**config.mk**
```make
export PLATFORM = sky130hd
export DESIGN_NAME = bram_wr_sched
export DESIGN_NICKNAME = d
export VERILOG_FILES = /design/src/rtl/bram_ctrl_pkg.sv /design/src/rtl/bram_wr_sched_rr_arb2.sv /design/src/rtl/bram_wr_sched.sv
export SDC_FILE = /design/constraint.sdc
export NUM_CORES = 1
export LEC_CHECK = 0
export ABC_AREA = 1
export CAP_MARGIN = 20
export CORE_MARGIN = 2
export CORE_UTILIZATION = 42
export DETAILED_ROUTE_END_ITERATION = 7
export PLACE_DENSITY = 0.82
export SETUP_SLACK_MARGIN = 0.05
export SKIP_CTS_REPAIR_TIMING = 1
export SLEW_MARGIN = 20
export SYNTH_ARGS = -nofsm -noshare
export SYNTH_HDL_FRONTEND = slang
export SYNTH_SLANG_ARGS = --single-unit
```
**constraint.sdc**
```tcl
create_clock -name clk -period 2.3 [get_ports clk]
set_clock_uncertainty 0.1 [all_clocks]
set_input_delay 0.46 -clock clk [delete_from_list [all_inputs] [get_ports clk]]
set_output_delay 0.46 -clock clk [all_outputs]
set_load 0.005 [all_outputs]
```
**src/rtl/bram_ctrl_pkg.sv**
```systemverilog
// Shared definitions for the BRAM write-port controller: FSM encoding and lane geometry.
package bram_ctrl_pkg;

  typedef enum logic {
    IDLE = 1'b0,
    FILL = 1'b1
  } state_t;

  localparam int LANE_W  = 8;
  localparam int N_LANES = 3;

endpackage

```
**src/rtl/bram_wr_sched_rr_arb2.sv**
```systemverilog
// Two-input round-robin arbiter; the pointer flips to favour the other side after every grant.
module rr_arb2 (
  input  logic       clk,
  input  logic       rst,
  input  logic [1:0] req,
  input  logic       advance,
  output logic [1:0] grant
);

  logic ptr;

  always_comb begin
    grant = req;
    if (req == 2'b11) grant = ptr ? 2'b10 : 2'b01;
  end

  always_ff @(posedge clk) begin
    if (rst) begin
      ptr <= 1'b0;
    end else if (advance) begin
      ptr <= grant[0];
    end
  end

endmodule

```
**src/rtl/bram_wr_sched.sv**
```systemverilog
// BRAM write-port scheduler: round-robin sharing between two requesters plus a constant-colour fill engine.
// Optional FILL_ON_RST_EN: clear the whole BRAM to 0 automatically when reset releases.
module bram_wr_sched
  import bram_ctrl_pkg::*;
#(
  parameter int DP  = 512,
  parameter int AW  = $clog2(DP) - 1,
  parameter int BDW = N_LANES * LANE_W - 1
) (
  input  logic          clk,
  input  logic          rst,
  input  logic          r0_valid,
  output logic          r0_ready,
  input  logic [AW:0]   r0_addr,
  input  logic [BDW:0]  r0_data,
  input  logic          r1_valid,
  output logic          r1_ready,
  input  logic [AW:0]   r1_addr,
  input  logic [BDW:0]  r1_data,
  input  logic          fill_start,
  input  logic [AW:0]   fill_base,
  input  logic [AW:0]   fill_len,
  input  logic [BDW:0]  fill_color,
  output logic          fill_busy,
  output logic          fill_done,
  output logic          cea,
  output logic [AW:0]   addra,
  output logic [BDW:0]  dina
);

  localparam logic [AW:0]   ONE   = {{AW{1'b0}}, 1'b1};
  localparam logic [AW+1:0] DP_EXT = (AW+2)'(DP);

  state_t       state;
  logic [AW:0]  base_q;
  logic [AW:0]  len_q;
  logic [AW:0]  idx_q;
  logic [BDW:0] color_q;

  logic         start;
  logic [AW:0]  s_base;
  logic [AW:0]  s_len;
  logic [BDW:0] s_color;
  logic [1:0]   req;
  logic [1:0]   grant;
  logic [AW:0]  idx_nxt;

  // Address wrap modulo DP; also correct when DP is not a power of two.
  function automatic logic [AW:0] wrap_add(input logic [AW:0] a, input logic [AW:0] b);
    logic [AW+1:0] s;
    s = {1'b0, a} + {1'b0, b};
    if (s >= DP_EXT) s = s - DP_EXT;
    return s[AW:0];
  endfunction

`ifdef FILL_ON_RST_EN
  logic boot_q;
  assign start = (state == IDLE) && (fill_start || boot_q);
`else
  assign start = (state == IDLE) && fill_start;
`endif

  always_comb begin
    s_base  = fill_base;
    s_len   = fill_len;
    s_color = fill_color;
`ifdef FILL_ON_RST_EN
    if (boot_q) begin
      s_base  = '0;
      s_len   = (AW+1)'(DP - 1);
      s_color = '0;
    end
`endif
  end

  // A fill start (or any cycle outside IDLE, or reset) masks both requesters.
  assign req      = (!rst && state == IDLE && !start) ? {r1_valid, r0_valid} : 2'b00;
  assign r0_ready = grant[0];
  assign r1_ready = grant[1];
  assign idx_nxt  = idx_q + ONE;

  rr_arb2 u_arb (
    .clk     (clk),
    .rst     (rst),
    .req     (req),
    .advance (|grant),
    .grant   (grant)
  );

  always_ff @(posedge clk) begin
    if (rst) begin
      state     <= IDLE;
      cea       <= 1'b0;
      addra     <= '0;
      dina      <= '0;
      fill_busy <= 1'b0;
      fill_done <= 1'b0;
      base_q    <= '0;
      len_q     <= '0;
      idx_q     <= '0;
      color_q   <= '0;
`ifdef FILL_ON_RST_EN
      boot_q    <= 1'b1;
`endif
    end else begin
      cea       <= 1'b0;
      fill_done <= 1'b0;
      case (state)
        IDLE: begin
          if (start) begin
            // Word 0 is issued on the entry edge so writes line up with fill_busy.
            state     <= FILL;
            fill_busy <= 1'b1;
            base_q    <= s_base;
            len_q     <= s_len;
            color_q   <= s_color;
            idx_q     <= '0;
            cea       <= 1'b1;
            addra     <= s_base;
            dina      <= s_color;
`ifdef FILL_ON_RST_EN
            boot_q    <= 1'b0;
`endif
          end else if (grant[0]) begin
            cea   <= 1'b1;
            addra <= r0_addr;
            dina  <= r0_data;
          end else if (grant[1]) begin
            cea   <= 1'b1;
            addra <= r1_addr;
            dina  <= r1_data;
          end
        end
        FILL: begin
          if (idx_q == len_q) begin
            state     <= IDLE;
            fill_busy <= 1'b0;
            fill_done <= 1'b1;
          end else begin
            idx_q <= idx_nxt;
            cea   <= 1'b1;
            addra <= wrap_add(base_q, idx_nxt);
            dina  <= color_q;
          end
        end
        default: state <= IDLE;
      endcase
    end
  end

endmodule
```
==> results of run 1 <==
==> layer usage <==
layer	wire [um]	track usage [%]	vias up
met4	502	9.91	0
met2	7300	41.2	218
li1	-	-	2678
met3	1340	5.94	37
met1	6630	33.1	2457
met5	0	0	-
==> sequential cells by signal, indices dropped and copies added, names as in the netlist <==
| signal | flops |
|---|---|
| cea | 1 |
| addra | 9 |
| dina | 24 |
| fill_busy | 1 |
| u_arb.ptr | 1 |
| color_q | 24 |
| fill_done | 1 |
| base_q | 9 |
| state | 1 |
| len_q | 9 |
| idx_q | 9 |
==> worst max-delay path: cells and delay by family (launching register included) <==
kind | cells | cell delay, ns
adder cells (fa/ha/maj) | 2 | 0.40
AO/OA/AOI/OAI | 1 | 0.19
AND/OR/NAND/NOR | 10 | 0.80
flip-flops | 1 | 0.37
XOR/XNOR | 1 | 0.21
buffers and inverters | 1 | 0.14
==> how the worst max path moves through the flow <==
stage / from / end / cells after the start
finish: idx_q[1] / addra[7] / 15
global route: idx_q[1] / addra[7] / 15
CTS: fill_start / r1_ready / 6
detailed placement: fill_start / r1_ready / 6
global placement: fill_start / r1_ready / 6
floorplan: idx_q[0] / addra[8] / 16
==> synthesized netlist by cell type <==
master,instances
and3_1,1
buf_6,3
nor2_1,73
buf_1,3
nand3_2,2
nor2_8,1
clkbuf_1,18
or2_2,3
nor2_4,1
inv_2,3
nand4_2,1
dfxtp_1,89
buf_4,1
o21ai_2,1
xor2_1,3
fa_1,1
nand3b_1,1
nand2_1,242
xnor2_1,9
inv_1,55
nand2_2,1
nand3_4,1
a21o_1,1
o21ai_1,10
ha_1,10
nand3_1,81
a21oi_1,66
o21ai_0,34
o21bai_1,3
buf_2,15
nand4_1,1
nor2_2,1
==> per-stage QoR <==
step | total power (W) | setup TNS (ns) | setup slack [ns] | instance area, um^2 | instances
6_report | 0.00429 | 0 | 0.0216 | 7120 | 1043
5_1_grt | 0.00448 | -0.132 | -0.0980 | 7120 | 1043
4_1_cts | 0.00427 | -0.498 | -0.184 | 6900 | 1040
3_5_place_dp | 0.00277 | -1.17 | -0.173 | 6590 | 1024
3_3_place_gp | 0.00275 | -0.434 | -0.156 | 6590 | 1024
2_1_floorplan | 0.00223 | 0 | 0.0869 | 4750 | 735
==> layout make-up <==
class / count / area [um^2] / area share (%)
Tap cell: 140 / 175 / 2.46
Multi-Input combinational cell: 548 / 2730 / 38.4
Inverter: 58 / 220 / 3.09
Clock inverter: 6 / 66.3 / 0.932
Timing Repair Buffer: 192 / 1890 / 26.6
Clock buffer: 10 / 239 / 3.36
Sequential cell: 89 / 1790 / 25.2
==> cells by family (layout without fill, tap and decap cells) <==
family / Yosys count / in the layout
flip-flops: 89 / 89
AO/OA/AOI/OAI: 115 / 115
AND/OR/NAND/NOR: 410 / 410
XOR/XNOR: 12 / 12
buffers and inverters: 98 / 266
adder cells (fa/ha/maj): 11 / 11
==> power groups by stage <==
stage	Combinational (W)	Sequential (W)	Clock (W)
finish	0.00102	0.00174	0.00152
global route	0.00113	0.00175	0.00159
CTS	0.00100	0.00174	0.00153
detailed placement	0.000996	0.00177	0
global placement	0.000985	0.00177	0
floorplan	0.000467	0.00176	0
==> flow_metrics.py, run 1 <==
metrics = {
    "yosys": {
        "yosys.area_share.simple_pct": 36.2,
        "syn_area_per_cell_um2": 6.47,
        "syn_inst": 735,
        "synth_mux_area_share_pct": 0,
        "ys_types": 32,
        "yosysTopAreaCellShare_pct": 37.5,
        "synthTopCellsByArea": "dfxtp_1, nand2_1, nand3_1",
        "yosys_warnings": 0,
        "synth_nets": 859,
        "yosysSeqAreaShare_pct": 37.5,
        "synth_adder_area_share_pct": 3.05,
        "synth-xor-area-share_pct": 2.21,
        "yosys_register_bits": 89,
        "synthesis.area_um2": 4750,
        "synth_compound_area_share_pct": 12.4,
        "yosys.area.top_type": "dfxtp_1",
        "synth_top_family_by_area": "simple AND/OR/NAND/NOR gates",
    },
    "grt": {
        "grt_overflow": 0,
        "global_route.usage.total_pct": 25.5,
        "grt_pass1_wl_mm": 24.2,
        "first_global_vias": 4993,
        "grt_max_degree": 44,
        "antenna_found_initial": 0,
    },
    "sta": {
        "worst_slew_pin_slew_ns": 0.524,
        "timing.hold.ws_ns": 0.359,
        "finalMaxSlewViolations": 0,
        "post-route-min-period_ns": 2.28,
        "final-setup-viol-count": 0,
        "hold_violations": 0,
        "fmax_ghz": 0.439,
        "maxSlewHeadroom_pct": 65.1,
        "fin_crit_sh_pct": 99.1,
        "rsz0062_at_grt": "true",
    },
    "routing": {
        "num_vias": 5390,
        "ant_nets": 0,
        "remaining_drc_errors": 0,
        "wl_per_cell_um": 15.1,
        "firstDrtPassIters": 7,
        "dr.first_iter.drc_count": 266,
        "via_per_inst": 5.17,
        "drt_wl_total_mm": 15.8,
    },
    "cts": {
        "cts_max_path_buffers": 2,
        "clk_latency_ns": 0.34,
        "cts-root-buf": "clkbuf_16",
        "cts_buffers": 9,
        "clock-sinks": 89,
        "clk_pin_slew_worst_paths_ns": 0.07,
        "cts_tree": "built",
        "htreeDepth": 3,
    },
    "power_and_ir_drop": {
        "leakage_nw": 3.24,
        "ir_drop_v": 0.000361,
        "power.density_nw_per_um2": 602,
        "swShare_pct": 28.3,
        "power.switching_w": 0.00121,
        "power.share.clock_pct": 35.5,
        "combPwrFrac_pct": 23.9,
        "pwr-share-seq_pct": 40.6,
        "p_int_w": 0.00307,
    },
    "worst_setup_path": {
        "cpPeakStageDelay_ns": 0.37,
        "r2r-end": "addra[7]",
        "worstPathMaxFanout": 5,
        "crit_type": "reg -> reg",
        "crit_path_end_kind": "register",
        "worstPathRequired_ns": 2.48,
        "setup.worst_path.start_class": "register",
        "slowest_stage": "dfxtp_4",
        "r2r_cells": 15,
        "critical_path.cell_chain": "ha_4 -> nand2_4 -> nor2_4 -> buf_6 -> xor2_4 -> ha_4 -> nand2_1 -> nand2_2 -> a21oi_4 -> nand2_1 -> nand2_1 -> nand3_1 -> nand2_1 -> nor2_1 -> nor2_1",
        "reg2reg_slack_ns": 0.02,
        "r2r-start": "idx_q[1]",
        "arrival_ns": 2.45,
        "cp_common_cell": "nand2_1",
    },
    "die": {
        "rows": 38,
        "coreArea_um2": 10900,
        "io_pins": 151,
        "die_h_um": 110,
        "start_util_pct": 43.5,
        "dieArea_um2": 12200,
        "die_w_um": 110,
    },
    "placement": {
        "numPortBuffers": 150,
        "place_congestion": 0.917,
        "hpwl_mm": 10.8,
    },
    "worst_hold_path": {
        "hold_path.class": "reg -> reg",
        "hp-start": "color_q[5]",
        "hold_end": "color_q[5]",
        "hold-path-cell-count": 2,
    },
    "cells_and_area": {
        "drive_gt1_share_pct": 11.2,
        "final_util_pct": 65.1,
        "final_common_cell": "nand2_1",
        "final_cell_mix": "nand2_1, clkdlybuf4s50_1, dfxtp_1",
        "antenna_cells": 0,
        "fillCellCount": 939,
        "final_nets": 1022,
        "area_growth_pct": 49.7,
    },
    "status": {
        "status": "complete, no violations",
    },
    "flow_run": {
        "max_cap_violations": 0,
    },
}
(Power assumes the default switching activity.)
==> run 2: changes to the inputs <==
--- a/config.mk
+++ b/config.mk
@@ -7,7 +7,6 @@
 export LEC_CHECK = 0
 export ABC_AREA = 1
 export CAP_MARGIN = 20
-export CORE_MARGIN = 2
 export CORE_UTILIZATION = 42
 export DETAILED_ROUTE_END_ITERATION = 7
 export PLACE_DENSITY = 0.82
==> constraint.sdc (replaced) <==
create_clock -name clk -period 2.3 [get_ports clk]
set_clock_uncertainty 0.1 [all_clocks]
set_input_delay 0.46 -clock clk [delete_from_list [all_inputs] [get_ports clk]]
set_output_delay 0.46 -clock clk [all_outputs]
set_load 0.1 [all_outputs]
==> run 2 against run 1 <==
  * Critical path type unchanged
  * Critical endpoint unchanged
  * First-iteration DRC count rose by 30%
  * Wire length shrank 2.2%
  * Total power is 9.6% higher
  * Hold slack better by 0.0028 ns
  * Core utilization down 0.81 points
  * Count of clock-buffer cells in the layout unchanged
  * Non-clock buffer count increased by 6
  * Via count decreased by 0.45%
  * Largest cell class unchanged
==> flow_metrics.py, run 2 (synthesis gave the netlist of run 1 again) <==
metrics = {
    "routing": {
        "via_per_inst": 5.12,
        "num_vias": 5366,
        "wl_per_cell_um": 14.7,
        "ant_nets": 0,
        "dr.first_iter.drc_count": 345,
        "remaining_drc_errors": 0,
        "firstDrtPassIters": 6,
        "drt_wl_total_mm": 15.4,
    },
    "cts": {
        "clk_latency_ns": 0.35,
        "htreeDepth": 3,
        "cts_buffers": 9,
        "cts-root-buf": "clkbuf_16",
        "cts_max_path_buffers": 2,
        "cts_tree": "built",
        "clock-sinks": 89,
        "clk_pin_slew_worst_paths_ns": 0.07,
    },
    "sta": {
        "post-route-min-period_ns": 2.18,
        "fin_crit_sh_pct": 94.8,
        "finalMaxSlewViolations": 0,
        "final-setup-viol-count": 0,
        "rsz0062_at_grt": "true",
        "tns_ns": 0,
        "maxSlewHeadroom_pct": 62.4,
        "worst_slew_pin_slew_ns": 0.563,
        "hold_violations": 0,
        "layout_setup_ws_ns": 0.119,
        "fmax_ghz": 0.458,
    },
    "placement": {
        "hpwl_mm": 11.1,
        "place_congestion": 0.923,
        "numPortBuffers": 150,
        "pre_cts_ws_ns": -0.0325,
    },
    "worst_setup_path": {
        "slowest_stage": "dfxtp_2",
        "arrival_ns": 2.34,
        "worst-path-stages": 14,
        "critPathLaunch": "idx_q[0]",
        "worstPathMaxFanout": 3,
        "crit_path_end_kind": "register",
        "r2r-end": "addra[7]",
        "r2r_cells": 14,
        "setup.worst_path.start_class": "register",
        "reg2reg_slack_ns": 0.12,
        "worstPathRequired_ns": 2.45,
        "cpPeakStageDelay_ns": 0.35,
        "r2r-start": "idx_q[0]",
        "cp_top_family": "simple AND/OR/NAND/NOR gates",
        "crit_type": "reg -> reg",
        "critical_path.cell_chain": "ha_4 -> nand2_2 -> nor2_4 -> nand2_2 -> xnor2_2 -> ha_1 -> nand2_1 -> inv_1 -> a21oi_2 -> nand3b_1 -> nand3_1 -> nand2_1 -> nor2_1 -> nor2_1",
        "crit_path_end": "addra[7]",
        "critPathBufInv": 1,
    },
    "cells_and_area": {
        "final_nets": 1028,
        "antenna_cells": 0,
        "drive_gt1_share_pct": 15.8,
        "final_common_cell": "nand2_1",
        "top_regs": "color_q (24), dina (24)",
        "fillCellCount": 956,
        "final_util_pct": 64.3,
        "area_growth_pct": 47.8,
        "final_cell_mix": "nand2_1, clkdlybuf4s50_1, dfxtp_1",
    },
    "power_and_ir_drop": {
        "leakage_nw": 3.25,
        "finalPower_w": 0.00470,
        "ir_drop_v": 0.000401,
        "power.density_nw_per_um2": 669,
    },
    "die": {
        "coreArea_um2": 10900,
        "dieArea_um2": 11700,
        "start_util_pct": 43.5,
        "rows": 38,
        "die_w_um": 108,
        "io_pins": 151,
        "die_h_um": 108,
    },
    "grt": {
        "global_route.usage.total_pct": 26.6,
        "grt_pass1_wl_mm": 24.1,
        "grt_max_degree": 46,
        "grt_overflow": 0,
        "antenna_found_initial": 0,
        "first_global_vias": 5101,
    },
    "flow_run": {
        "max_cap_violations": 0,
    },
    "worst_hold_path": {
        "hold_path.class": "reg -> reg",
    },
    "status": {
        "status": "complete, no violations",
    },
}
[run 2: cell count changes in the layout (fill, tap and decap cells not counted), moves of 3 or more]
cell             change
clkdlybuf4s50_1     -35
dfxtp_4              -3
dlymetal6s2s_1       -3
buf_4               +45
[run 2: metrics by stage]
| step | std cells | area (um^2) | hold slack (ns) |
|---|---|---|---|
| global placement | 1033 | 6580 | 0.346 |
| finish | 1049 | 7030 | 0.362 |
| floorplan | 735 | 4760 | 0.335 |
| CTS | 1049 | 6870 | 0.362 |
| global route | 1049 | 7030 | 0.372 |
| detailed placement | 1033 | 6580 | 0.353 |
[run 2: cell type report]
cell class,count,area [um^2],area share [%]
repair buffers,198,1840,26.2
multi-input cells,548,2720,38.7
clock buffers,10,239,3.40
well taps,140,175,2.49
flip-flops and latches,89,1790,25.4
inverters,58,218,3.10
clock inverters,6,50.0,0.712
[run 2: worst min path at each step]
| stage | from | endpoint | depth (start not counted) |
|---|---|---|---|
| floorplan | color_q[21] | color_q[21] | 2 |
| global placement | color_q[21] | color_q[21] | 2 |
| detailed placement | color_q[11] | color_q[11] | 2 |
| CTS | color_q[11] | color_q[11] | 2 |
| global route | color_q[1] | color_q[1] | 2 |
| finish | color_q[11] | color_q[11] | 2 |
[run 2: where the power goes]
part | switching [W] | leakage (nW) | internal (W) | total (W)
Clock | 0.000666 | 0.136 | 0.000773 | 0.00144
Sequential | 0.0000791 | 0.732 | 0.00167 | 0.00175
Combinational | 0.00100 | 2.38 | 0.000513 | 0.00151
Total | 0.00175 | 3.25 | 0.00295 | 0.00470
[run 2: layer usage]
| metal | global-route usage (%) | wire length [um] | vias up |
|---|---|---|---|
| met3 | 6.39 | 1260 | 34 |
| met5 | 0 | 0 | - |
| met4 | 11.4 | 436 | 0 |
| met2 | 44.3 | 7180 | 222 |
| met1 | 32.8 | 6550 | 2430 |
| li1 | - | - | 2680 |
[run 2: worst register-to-register path: stages, from the launching register on]
cell and delay (ns):
dfxtp_2 0.35, ha_4 0.14, nand2_2 0.06, nor2_4 0.15, nand2_2 0.08, xnor2_2 0.21, ha_1 0.28, nand2_1 0.10
inv_1 0.06, a21oi_2 0.16, nand3b_1 0.10, nand3_1 0.10, nand2_1 0.07, nor2_1 0.09, nor2_1 0.04
==> run 3: changes to the inputs <==
--- a/config.mk
+++ b/config.mk
@@ -9,6 +9,7 @@
 export CAP_MARGIN = 20
 export CORE_UTILIZATION = 42
 export DETAILED_ROUTE_END_ITERATION = 7
+export GPL_ROUTABILITY_DRIVEN = 0
 export PLACE_DENSITY = 0.82
 export SETUP_SLACK_MARGIN = 0.05
 export SKIP_CTS_REPAIR_TIMING = 1
==> results of run 3 <==
No change in the layout: final DEF, timing and power equal those of run 2.
